**src/rtl/vga_text_pkg.sv**
```systemverilog
`timescale 1ns/1ps
// Shared 640x480@60 raster constants and the RGB444 pixel type for the VGA text scanner.
package vga_text_pkg;

  localparam logic [9:0] H_VISIBLE = 10'd640;
  localparam logic [9:0] H_FRONT   = 10'd16;
  localparam logic [9:0] H_SYNC    = 10'd96;
  localparam logic [9:0] H_BACK    = 10'd48;
  localparam logic [9:0] V_VISIBLE = 10'd480;
  localparam logic [9:0] V_FRONT   = 10'd10;
  localparam logic [9:0] V_SYNC    = 10'd2;
  localparam logic [9:0] V_BACK    = 10'd33;

  localparam logic [9:0] H_TOTAL = H_VISIBLE + H_FRONT + H_SYNC + H_BACK;
  localparam logic [9:0] V_TOTAL = V_VISIBLE + V_FRONT + V_SYNC + V_BACK;

  // Sync windows as half-open ranges [start, end).
  localparam logic [9:0] H_SYNC_START = H_VISIBLE + H_FRONT;
  localparam logic [9:0] H_SYNC_END   = H_SYNC_START + H_SYNC;
  localparam logic [9:0] V_SYNC_START = V_VISIBLE + V_FRONT;
  localparam logic [9:0] V_SYNC_END   = V_SYNC_START + V_SYNC;

  typedef logic [11:0] rgb_t;

endpackage

```
**src/rtl/vga_timing_counter.sv**
```systemverilog
`timescale 1ns/1ps
// Free-running 800x525 raster counters with combinational visible, raw sync and origin decodes.
// Decodes are valid in the same cycle as the counter value; the caller registers them.
module vga_timing_counter
  import vga_text_pkg::*;
(
  input  logic       clk,
  input  logic       rst,
  output logic [9:0] hcount,
  output logic [9:0] vcount,
  output logic       active,
  output logic       hsync_n,
  output logic       vsync_n,
  output logic       is_origin
);

  logic line_end;
  logic frame_end;

  assign line_end  = (hcount == H_TOTAL - 10'd1);
  assign frame_end = (vcount == V_TOTAL - 10'd1);

  always_ff @(posedge clk) begin
    if (rst) begin
      hcount <= '0;
      vcount <= '0;
    end else if (line_end) begin
      hcount <= '0;
      vcount <= frame_end ? '0 : vcount + 10'd1;
    end else begin
      hcount <= hcount + 10'd1;
    end
  end

  assign active    = (hcount < H_VISIBLE) && (vcount < V_VISIBLE);
  assign hsync_n   = !((hcount >= H_SYNC_START) && (hcount < H_SYNC_END));
  // Vertical sync covers whole lines, so it depends on vcount alone.
  assign vsync_n   = !((vcount >= V_SYNC_START) && (vcount < V_SYNC_END));
  assign is_origin = (hcount == '0) && (vcount == '0);

endmodule

```
**src/rtl/vga_text_scanner.sv**
```systemverilog
`timescale 1ns/1ps
// Raster-scan initiator: 640x480@60 timing, character-buffer read addresses, registered VGA pins (2-cycle latency).
// Build option VGA_TEXT_SCANNER_BORDER_EN paints visible out-of-bounds pixels with P_BORDER instead of P_BG.
module vga_text_scanner
  import vga_text_pkg::*;
#(
  parameter rgb_t P_FG     = 12'hFFF,
  parameter rgb_t P_BG     = 12'h000,
  parameter rgb_t P_BORDER = 12'h00F
) (
  input  logic       clk,
  input  logic       rst,
  output logic [6:0] read_hchar,
  output logic [4:0] read_vchar,
  output logic [2:0] read_hoffset,
  output logic [3:0] read_voffset,
  input  logic       read_lit,
  input  logic       out_of_bounds,
  output logic       vga_hsync,
  output logic       vga_vsync,
  output rgb_t       vga_rgb,
  output logic       frame_start
);

`ifdef VGA_TEXT_SCANNER_BORDER_EN
  localparam bit BORDER_EN = 1'b1;
`else
  localparam bit BORDER_EN = 1'b0;
`endif
  localparam rgb_t OOB_COLOR = BORDER_EN ? P_BORDER : P_BG;

  logic [9:0] hcount;
  logic [9:0] vcount;
  logic       active;
  logic       hsync_n;
  logic       vsync_n;
  logic       is_origin;

  vga_timing_counter u_timing (
    .clk       (clk),
    .rst       (rst),
    .hcount    (hcount),
    .vcount    (vcount),
    .active    (active),
    .hsync_n   (hsync_n),
    .vsync_n   (vsync_n),
    .is_origin (is_origin)
  );

  // Rows beyond 511 are never visible, so the counter MSB never reaches an address.
  logic unused_vcount_msb;
  assign unused_vcount_msb = vcount[9];

  assign read_hchar   = active ? hcount[9:3] : '0;
  assign read_vchar   = active ? vcount[8:4] : '0;
  assign read_hoffset = active ? hcount[2:0] : '0;
  assign read_voffset = active ? vcount[3:0] : '0;

  // Stage 1 lines the raster decodes up with the buffer's one-cycle response.
  logic active_q;
  logic hsync_q;
  logic vsync_q;
  logic origin_q;
  rgb_t pixel;

  always_comb begin
    pixel = '0;
    if (active_q) begin
      if (read_lit) begin
        pixel = P_FG;
      end else if (out_of_bounds) begin
        pixel = OOB_COLOR;
      end else begin
        pixel = P_BG;
      end
    end
  end

  always_ff @(posedge clk) begin
    if (rst) begin
      active_q    <= 1'b0;
      hsync_q     <= 1'b1;
      vsync_q     <= 1'b1;
      origin_q    <= 1'b0;
      vga_rgb     <= '0;
      vga_hsync   <= 1'b1;
      vga_vsync   <= 1'b1;
      frame_start <= 1'b0;
    end else begin
      active_q    <= active;
      hsync_q     <= hsync_n;
      vsync_q     <= vsync_n;
      origin_q    <= is_origin;
      vga_rgb     <= pixel;
      vga_hsync   <= hsync_q;
      vga_vsync   <= vsync_q;
      frame_start <= origin_q;
    end
  end

endmodule

```
**config.mk**
```make
export PLATFORM = sky130hd
export DESIGN_NAME = vga_text_scanner
export DESIGN_NICKNAME = d
export VERILOG_FILES = /design/src/rtl/vga_text_pkg.sv /design/src/rtl/vga_timing_counter.sv /design/src/rtl/vga_text_scanner.sv
export SDC_FILE = /design/constraint.sdc
export NUM_CORES = 1
export LEC_CHECK = 0
export ABC_AREA = 1
export CAP_MARGIN = 0
export CORE_MARGIN = 4
export CORE_UTILIZATION = 34
export DETAILED_ROUTE_END_ITERATION = 6
export PLACE_DENSITY = 0.63
export SLEW_MARGIN = 20
export SYNTH_ARGS = -nofsm -noshare
export SYNTH_HDL_FRONTEND = slang
export SYNTH_SLANG_ARGS = --single-unit
```
**constraint.sdc**
```tcl
create_clock -name clk -period 3.17 [get_ports clk]
set_clock_uncertainty 0.1 [all_clocks]
set_input_delay 0.317 -clock clk [delete_from_list [all_inputs] [get_ports clk]]
set_output_delay 0.317 -clock clk [all_outputs]
set_load 0.01 [all_outputs]
```
==> results.toml, run 1 <==
[placement]
numPortBuffers = 36
place.detailed.hpwl_mm = 2.82
dpl_worst_slack_ps = 1150
gp_routability_congestion = 0.813
dpl_cell_area_um2 = 1910
placed_cells = 310

[setup_path]
worst_setup_path_endpoint = "read_voffset[3]"
slowest_stage = "clkdlybuf4s50_1"
timing_worst_setup_path_type = "reg -> out"
worst_r2r_path_depth = 6
reg2reg_to = "u_timing.vcount[6]"
critical_path.cell_chain = "inv_1 -> nand3_1 -> nand4_1 -> buf_4 -> nor2_1 -> clkdlybuf4s50_1"
cp.arrival_ps = 1970
cp-startpoint = "u_timing.hcount[8]"
timing.critical_path.to_type = "output pin"
stage_delay_of_the_slowest_cell_on_the_critical_path_ps = 560
reg2reg_slack_ps = 1350
timing.rr.start = "u_timing.hcount[0]"
required_time_of_the_critical_path_ps = 2750
setup.worst_path.start_class = "flip-flop"
critPathMaxFanout = 11

[drt]
drt_wl_total_mm = 3.71
initialDrtViolationCount = 95
drtPass1Iterations = 4
avgRoutedWirePerCell_um = 11.8
antenna_violating_nets_post_route = 0
route.detailed.drc = 0
dr_total_vias = 1492
routed_via_density = 4.75

[global_routing]
grt_usage_pct = 13.0
global_route.overflow_total = 0
grt_start_max_net_pins = 17
number_of_global_route_vias_before_repair = 1335
initial_antenna_violation_count = 0
grt_first_pass_wirelength_mm = 6.37

[synthesis]
ys.flop_type = "dfxtp_1"
yosys-mux-area-fraction_pct = 0
synth-simple-area-share_pct = 40.9
synth_area_per_cell_um2 = 6.79
synth-edff-count = 0
yosys.area_share.adder_pct = 3.13
synth_compound_area_share_pct = 3.98
synth_seq_cells = 28
seq_area_frac_synth_pct = 35.0
synth_fp_nets = 244
synth_xor_area_share_pct = 1.64
largest_family_of_logic_cells_by_synthesized_area = "simple AND/OR/NAND/NOR gates"
yosys.cell_types.count = 26
synthCells = 236
mappedNetlistArea_um2 = 1600
synth_async_sr_flop_share_pct = 0
synth_warnings = 0

[power_and_ir_drop]
power_density_over_the_cells_nw_per_um2 = 353
p_leak_nw = 0.822
total_power_mw = 0.700
vdd_ir_drop_max_mv = 0.156

[floorplanning]
std_cell_rows = 24
die_area_um2 = 5870
num_io_pins = 38
dieWidth_um = 76.6
design.core.area_um2 = 4440
floorplan.die.height_um = 76.6
initial_utilization_pct = 36.0

[hold_path]
class_of_the_tightest_hold_or_removal_check = "reg -> reg"

[job]
drv_cap = 0

[cells_and_area]
top_regs = "u_timing.hcount (10), u_timing.vcount (10)"
areaGrowthSynthToFinish_pct = 23.8
finish.utilization_pct = 44.6
final_cell_count_no_fill = 314
final_layout_size_suffix_gt1_share_pct = 7.63
antenna-diode-count = 0
nNetsFinal = 271
finish.instance_area_um2 = 1980

[clock_network]
tritoncts_num_sinks = 28
cts_root_buf = "clkbuf_8"
post_cts.repair.setup_buffers = 0
cts_tree = "done"
cts-hold-fix-buffers = 0
cts-buffers-inserted = 3
clk_latency_ps = 280
h-tree-depth = 1
worst_setup_hold_path_clk_slew_ps = 100
cts_buffer_depth = 2
post_cts_resized = 0

[sta]
period_minus_ws_final_ps = 2380
fmax_ghz = 0.419
period_share_pct = 75.2
report.final.setup_viol = 0
maxSlewHeadroom_pct = 66.8
timing_max_transition_violations_final = 0
grt_setup_unrepaired = "false"
worst_slew_pin_slew_ps = 497
final.setup.tns_ps = 0
hold-worst-slack_ps = 308
setup_ws_ps = 786
hold_viol = 0

[outcome]
status = "finished, final reports clean"
==> cells by family (layout without fill, tap and decap cells) <==
kind of cell | count (synthesis) | count (layout)
xor gates and xnor gates | 3 | 3
DFF | 28 | 28
and+or+nand+nor | 142 | 142
adders and majority gates | 4 | 4
buffers and inverters | 47 | 73
AOI/OAI and AO/OA | 12 | 12
==> report_power, final <==
group / leakage [nW] / switching (mW) / internal, mW
registers: 0.227 / 0.00607 / 0.358
clock network: 0.0357 / 0.114 / 0.169
logic: 0.559 / 0.0263 / 0.0272
total: 0.822 / 0.146 / 0.554
==> layout by cell type, fill, tap and decap left out, types with 4 or more instances in the layout <==
cell type / netlist / final
a21oi_1: 9 / 9
nor2_1: 49 / 49
nand4_1: 7 / 7
clkdlybuf4s50_1: 0 / 36
ha_1: 4 / 4
nand2_1: 48 / 48
inv_1: 30 / 30
dfxtp_1: 28 / 28
nand3_1: 21 / 21
==> critical path: cells and delay by family, from the launching register on <==
family | cells | cell delay (ps)
buffers and inverters | 3 | 890
flip-flops | 1 | 400
AND/OR/NAND/NOR | 3 | 400
==> cell type report <==
cell class              instances  area [um^2]
clock buffers                   3         41.3
well taps                      52         65.1
repair buffers                 38          375
fillers                       466         2460
clock inverters                 1         30.0
multi-input cells             161          795
flip-flops and latches         28          561
inverters                      31          116
==> worst min path at each step <==
stage                  start          end  slack (ps)  cells after the start
detailed placement   hsync_q    vga_hsync         290                      1
floorplan           origin_q  frame_start         290                      2
CTS                 origin_q  frame_start         310                      2
global route         vsync_q    vga_vsync         330                      1
global placement     hsync_q    vga_hsync         290                      1
finish              origin_q  frame_start         310                      2
==> routing by layer <==
metal / GRT usage [%] / up-vias / share of wire (%)
met4: 4.35 / 0 / 1.2
li1: - / 775 / -
met2: 18.8 / 47 / 40
met3: 2.25 / 4 / 5.8
met5: 0 / - / 0
met1: 19.2 / 666 / 53
==> cell usage after synthesis, types with 2 or more instances <==
cell type | count | area (um^2)
xor2_1 | 3 | 26.3
buf_4 | 11 | 82.6
inv_1 | 30 | 113
a21oi_1 | 9 | 45.0
dfxtp_1 | 28 | 561
nand3_1 | 21 | 105
nand4_1 | 7 | 43.8
or2_2 | 3 | 18.8
buf_6 | 2 | 22.5
nand2_1 | 48 | 180
ha_1 | 4 | 50.1
nor2_1 | 49 | 184
nand2_4 | 2 | 22.5
nand3_2 | 2 | 20.0
nor2_4 | 3 | 33.8
nor3_1 | 3 | 15.0
buf_2 | 2 | 10.0
No activity file was read; power rests on OpenSTA's default activity.
==> run 2: changes to the inputs <==
Settings changed: PLACE_DENSITY 0.63 to 0.65.
Clock period 3.17 ns to 2.05 ns, I/O delays scaled along.
==> results.toml, run 2 (synthesis gave the netlist of run 1 again) <==
[sta]
worst_slew_pin_slew_ps = 479
report.final.setup_viol = 0
final.setup.tns_ps = 0
timing_max_transition_violations_final = 0
period_minus_ws_final_ps = 1860
hold_viol = 0
grt_setup_unrepaired = "false"
fmax_ghz = 0.538
maxSlewHeadroom_pct = 68.0
period_share_pct = 90.6

[job]
drv_cap = 0

[floorplanning]
dieWidth_um = 76.6
initial_utilization_pct = 36.0
std_cell_rows = 24
die_area_um2 = 5870
floorplan.die.height_um = 76.6
design.core.area_um2 = 4440
num_io_pins = 38

[global_routing]
global_route.overflow_total = 0
initial_antenna_violation_count = 0
number_of_global_route_vias_before_repair = 1358
grt_start_max_net_pins = 17
grt_first_pass_wirelength_mm = 6.26
grt_usage_pct = 12.9

[cells_and_area]
finish.instance_area_um2 = 1990
areaGrowthSynthToFinish_pct = 24.3
layout.cells.most_common = "nor2_1"
final_cell_count_no_fill = 318
nNetsFinal = 275
layout.cells.most_common_list = "nor2_1 (49), nand2_1 (48), inv_1 (30)"
finish.utilization_pct = 44.8
top_regs = "u_timing.hcount (10), u_timing.vcount (10)"
antenna-diode-count = 0
final_layout_size_suffix_gt1_share_pct = 9.40

[placement]
dpl_cell_area_um2 = 1940
gp_routability_congestion = 0.833
placed_cells = 314
place.detailed.hpwl_mm = 2.87
numPortBuffers = 36

[clock_network]
cts_buffer_depth = 2
clk_latency_ps = 280
cts_tree = "done"
worst_setup_hold_path_clk_slew_ps = 100
cts_root_buf = "clkbuf_8"
tritoncts_num_sinks = 28
post_cts.repair.setup_buffers = 0
cts-buffers-inserted = 3
h-tree-depth = 1

[drt]
route.detailed.drc = 0
drt_wl_total_mm = 3.76
avgRoutedWirePerCell_um = 11.8
drtPass1Iterations = 4
initialDrtViolationCount = 78
antenna_violating_nets_post_route = 0
routed_via_density = 4.68
dr_total_vias = 1488

[setup_path]
required_time_of_the_critical_path_ps = 1750
critPathMaxFanout = 12
setup.worst_path.start_class = "flip-flop"
timing_worst_setup_path_type = "reg -> out"
cp.arrival_ps = 1550
timing.critical_path.to_type = "output pin"

[outcome]
status = "finished, final reports clean"

[power_and_ir_drop]
p_leak_nw = 0.930
total_power_mw = 1.09
power_density_over_the_cells_nw_per_um2 = 547
vdd_ir_drop_max_mv = 0.268

[hold_path]
class_of_the_tightest_hold_or_removal_check = "reg -> reg"
==> run 2: cell count changes in the layout (fill, tap and decap cells not counted) <==
cell	previous run	this run
dlygate4sd2_1	0	19
buf_4	2	6
dfxtp_1	28	27
clkdlybuf4s50_1	36	17
dfxtp_2	0	1
==> run 2: final cells by class <==
class	count	area [um^2]
multi-input cells	161	795
flip-flops and latches	28	562
repair buffers	42	382
inverters	31	116
clock inverters	1	30.0
fillers	467	2450
well taps	52	65.1
clock buffers	3	41.3
==> run 2: layer usage <==
layer  routed length (um)  global-route usage (%)
met1                 1870                    17.1
met2                 1650                    20.9
met3                  208                    2.72
met4                   36                    3.80
met5                    0                       0
==> run 2: metrics by stage <==
stage / hold slack [ps] / setup WS [ps]
after floorplan: 225 / 599
after global placement: 292 / 246
after detailed placement: 293 / 241
after CTS: 307 / 183
after global routing: 328 / 59.7
final: 307 / 192
==> run 2: what timing repair did <==
item,CTS,global route
resized for setup,20,0
hold buffers,0,0
hold endpoints to repair,0,0
setup endpoints to repair,19,0
==> run 2: worst paths after layout <==
kind,startpoint,endpoint,cells past startpoint,slack (ps)
hold reg to reg,origin_q,frame_start,2,310
setup reg to reg,u_timing.hcount[1],u_timing.vcount[2],8,340
hold / removal,origin_q,frame_start,2,310
setup / recovery,u_timing.vcount[6],read_hchar[0],5,190
==> run 2: critical path, stage by stage (launching register included) <==
cell and delay, ps:
dfxtp_1 410, nand4_1 190, nand4_1 140, buf_4 190
nor2_1 50, dlygate4sd2_1 280
==> run 2: where the power goes <==
part / switching [mW] / internal [mW] / total, mW
Clock: 0.181 / 0.262 / 0.442
Combinational: 0.0430 / 0.0418 / 0.0848
Sequential: 0.00805 / 0.554 / 0.562
==> edit 1: new RTL, config.mk and constraints of run 2 <==
Set the localparam `BORDER_EN` to 1'b1 (it was 1'b0).
--- a/src/rtl/vga_text_scanner.sv
+++ b/src/rtl/vga_text_scanner.sv
@@ -27,3 +27,3 @@
 `else
-  localparam bit BORDER_EN = 1'b0;
+  localparam bit BORDER_EN = 1'b1;
 `endif
Behaviour: not the same (Yosys sat finds a counterexample within 4 cycles, from zero or initial values and one cycle with rst high).
==> edit 1 against run 2 <==
Synthesized area is 2.7% lower; fmax is 4.1% lower; cell area is 4.8% higher; sequential power is 3.6% higher; power is 27% higher; sequential cell count is 1 higher; clock power is 62% higher; worst setup slack worse by 0.079 ns; wire length is 1.1% higher; register-to-register slack better by 0.02 ns; sequential share of layout area is 0.33 points lower.
==> edit 1: results (changes against run 2) <==
* Vias in the first global route at 1332 (-1.9%)
* Combinational share of power at 6.3% (-1.5 points)
* Placed insts at 310 (-1.3%)
* VDD IR max at 337.6 uV (+26%)
* Vias post-DR at 1462 (-1.7%)
* Yosys cell types at 28 (+7.7%)
* Routability congestion estimate at 0.8932 (+7.2%)
* Synth top cells by count: 52 x nor2_1, 44 x nand2_1, 31 x inv_1, 29 x dfxtp_1, 16 x nand3_1
* Detailed Place HPWL at 2.820 mm (-1.7%)
* Relative slew margins at 77.56% (+9.6 points)
* Run status: finished clean
* Synth area leaders: dfxtp_1 37%, nor2_1 13%, nand2_1 11%, inv_1 7.5%, nand3_1 5.1%
* Worst hold slack at 0.3143 ns (+0.007777 ns)
* DR vias/cell at 4.569 (-2.4%)
* Post CTS Setup Buffer Count at 2 (+2)
* Initial DRC count at 111 (+42%)
* Arr. time, crit path at 1.63 ns (+0.08 ns)
* Syn_nets at 236 (-3.3%)
* Gates resized, CTS repair at 21 (+5.0%)
* LEAKAGE at 0.9872 nW (+6.1%)
* Post-synthesis compound-gate area fraction at 4.418% (+0.43 points)
* H-Tree Depth at 2 (+1)
* Crit share post-route at 94.52% (+3.9 points)
* Seq/Total Area, Yosys at 37.27% (+2.3 points)
* Worst-case hold path end point: vga_hsync
* Xor/xnor share of the synthesized area at 2.811% (+1.2 points)
* Syn avg cell area at 6.832 sq um (+0.68%)
* Dpl cell area at 1946 sq um (+0.19%)
* Pre-CTS WS at 0.2012 ns (-0.03937 ns)
* Fraction of the mapped netlist area in adder cells at 3.213% (+0.088 points)
* Clock transition at path regs at 0.07 ns (-0.03 ns)
* Switch share at 20.35% (-0.93 points)
* Seq. pwr at 0.582 mW (+3.6%)
* Share of layout cells above drive strength 1 at 11.94% (+2.5 points)
* Clock buffer count from CTS at 5 (+2)
* First-pass GRT wire length at 6.141 mm (-1.9%)
* Crit path to: read_hoffset[2]
* WL final at 3.799 mm (+1.1%)
* Pin count of the biggest net entering global routing at 11 (-6)
* # port buffers at 37 (+2.8%)
* Leading registers by flop count: u_timing.hcount x10, u_timing.vcount x10, vga_rgb x2
* HP Start: hsync_q
* R2R Setup Slk at 0.36 ns (+0.02 ns)
* Seq pwr share at 42.1% (-9.5 points)
* Hold Path Cell Cnt at 1 (-1)
* Global-route usage over all layers at 14.47% (+1.6 points)
* FF-to-FF Start: u_timing.hcount[0]
* Crit path max fanout at 8 (-4)
## edit 1: cell types whose count changed in the layout (fill, tap and decap cells not counted), sizes merged, moves of 2 or more
cell and change:
nor2 +3, nor3 +2, nand3 -6, clkbuf +2, xor2 +2, a21oi -3
nand4 -4, buf +3, nand2 -3
## edit 1: layout make-up
cell class                      count  area (sq um)
Inverter                           32         122.6
Timing Repair Buffer               46         419.2
Clock inverter                      3         65.06
Sequential cell                    29         581.8
Multi-Input combinational cell    153         763.2
Fill cell                         456          2298
Clock buffer                        5         68.82
Tap cell                           52         65.06
## edit 1: layer usage
layer  track usage, %  vias to the layer above  routed length [um]
li1                 -                      772                   -
met1            18.96                      649                1818
met2            21.96                       37                1697
met3            4.354                        4                 216
met4            6.408                        0                  68
met5                0                        -                   0
## edit 1: worst max-delay path, stage by stage (launching register included)
cell           delay [ns]
dfxtp_1              0.38
nand2_1              0.14
o2111ai_2            0.23
buf_6                0.17
buf_4                0.12
nor2_1               0.03
dlygate4sd2_1        0.28
==> edit 2: new RTL, config.mk and constraints of run 2 <==
Made on the original files. Add an input register stage for `read_lit` and `out_of_bounds`, cleared by the reset; this delays them by one clock.
--- a/src/rtl/vga_text_scanner.sv
+++ b/src/rtl/vga_text_scanner.sv
@@ -30,2 +30,15 @@
   localparam rgb_t OOB_COLOR = BORDER_EN ? P_BORDER : P_BG;
+
+  logic read_lit_q;
+  logic out_of_bounds_q;
+
+  always_ff @(posedge clk) begin
+    if (rst) begin
+      read_lit_q      <= '0;
+      out_of_bounds_q <= '0;
+    end else begin
+      read_lit_q      <= read_lit;
+      out_of_bounds_q <= out_of_bounds;
+    end
+  end
 
@@ -68,5 +81,5 @@
     if (active_q) begin
-      if (read_lit) begin
+      if (read_lit_q) begin
         pixel = P_FG;
-      end else if (out_of_bounds) begin
+      end else if (out_of_bounds_q) begin
         pixel = OOB_COLOR;
Check against the original RTL: not equivalent (Yosys sat finds a counterexample within 4 cycles, from zero or initial values and one cycle with rst high).
==> edit 2 against run 2 <==
Wire length grew 1.6%; count of clock-buffer cells in the layout grew 4; hold slack is essentially flat; largest cell class unchanged; sequential cell count grew 1; cell area grew 2.1%; worst setup slack gained 0.011 ns; utilization grew 0.62 points; first-iteration DRC count grew 9.0%; power grew 3.9%; global-route usage grew 1.2 points; synthesized area grew 1.2%; largest power group unchanged.
==> edit 2: results (changes against run 2) <==
* Post-synthesis compound-gate area fraction at 3.938% (-0.046 points)
* H-Tree Depth at 2 (+1)
* CP max stage delay at 0.39 ns (-0.02 ns)
* DR pass1 iterations at 4 (unchanged)
* Fraction of the mapped netlist area in adder cells at 3.089% (-0.036 points)
* Routability congestion estimate at 0.8554 (+2.7%)
* CP top delay family: buffers and inverters
* Final Util at 45.41% (+0.62 points)
* Run status: finished clean
* First-pass GRT wire length at 6.644 mm (+6.2%)
* Clock transition at path regs at 0.06 ns (-0.04 ns)
* Worst path slowest cell: dfxtp_1
* VDD IR max at 252.9 uV (-5.6%)
* Non-Filler Instances at 324 (+1.9%)
* Final hold violations at 0 (unchanged)
* Synth area leaders: dfxtp_1 36%, nor2_1 12%, nand2_1 11%, inv_1 7.2%, nand3_1 6.2%
* Yosys cell types at 25 (-3.8%)
* Cells after Synth at 239 (+1.3%)
* Global-route usage over all layers at 14.04% (+1.2 points)
* Crit path max fanout at 9 (-3)
* Pre-CTS WS at 0.2072 ns (-0.03337 ns)
* Switch share at 22.50% (+1.2 points)
* HP Class: reg -> reg
* Detailed Place HPWL at 2.880 mm (+0.37%)
* WL/cell at 11.78 um (-0.28%)
* LEAKAGE at 0.9550 nW (+2.7%)
* Share of layout cells above drive strength 1 at 9.926% (+0.53 points)
* Worst-skew pair later-pin latency at 0.28 ns (about the same)
* Clock buffer count from CTS at 5 (+2)
* Placed insts at 317 (+0.96%)
* Root Driver: clkbuf_8
* Syn_nets at 247 (+1.2%)
* Synth top cells by count: 51 x nor2_1, 48 x nand2_1, 31 x inv_1, 29 x dfxtp_1, 20 x nand3_1
* Xor/xnor share of the synthesized area at 1.622% (-0.019 points)
* Fill cells at 458 (-1.9%)
* # port buffers at 36 (unchanged)
* DR vias/cell at 4.667 (-0.27%)
* Async SR Flop Fraction at 0% (unchanged)
* Initial antenna violation count at 0 (unchanged)
* Vias in the first global route at 1477 (+8.8%)
* Initial DRC count at 85 (+9.0%)
* Dpl cell area at 1968 sq um (+1.4%)
* Pin count of the biggest net entering global routing at 13 (-4)
* Worst slew pin tran at 0.4768 ns (-0.002723 ns)
* Number of nets in the layout at 280 (+1.8%)
* Seq/Total Area, Yosys at 35.83% (+0.83 points)
## edit 2: power groups by stage
stage          clock network [mW]  logic [mW]  registers, mW
4_1_cts                     0.486      0.0790          0.582
6_report                    0.472      0.0778          0.582
3_3_place_gp                    0      0.0816          0.594
5_1_grt                     0.506      0.0871          0.584
2_1_floorplan                   0      0.0520          0.595
3_5_place_dp                    0      0.0818          0.594
## edit 2: final timing paths
path                      start                 end  slack (ns)  cells past startpoint
min                     vsync_q           vga_vsync        0.31                      1
max          u_timing.vcount[7]       read_vchar[4]        0.20                      5
max reg2reg  u_timing.hcount[1]  u_timing.vcount[2]        0.33                      8
min reg2reg             vsync_q           vga_vsync        0.31                      1
## edit 2: cell type report
type                    count  area share [%]
clock buffers               7           4.249
inverters                  32           5.911
multi-input cells         162           39.22
flip-flops and latches     29           28.63
well taps                  52           3.202
repair buffers             42           18.78
## edit 2: metal layers
metal  vias to the layer above  share of wire (%)  GRT usage [%]  routed length, um
li1                        794                  -              -                  -
met1                       656                 49          18.81               1869
met2                        52                 42          19.77               1588
met3                        10                6.3          3.864                241
met4                         0                3.1          8.719                118
met5                         -                  0              0                  0
## edit 2: kinds of logic after synthesis
logic type | count (synthesis)
adders and majority gates | 4
buffers and inverters | 48
and+or+nand+nor | 143
DFF | 29
xor gates and xnor gates | 3
AOI/OAI and AO/OA | 12
## edit 2: what timing repair did
item                                    in CTS  in global routing
gates resized for setup                     20                  0
endpoints found under the setup margin      19                  0
buffers inserted                             0                  0
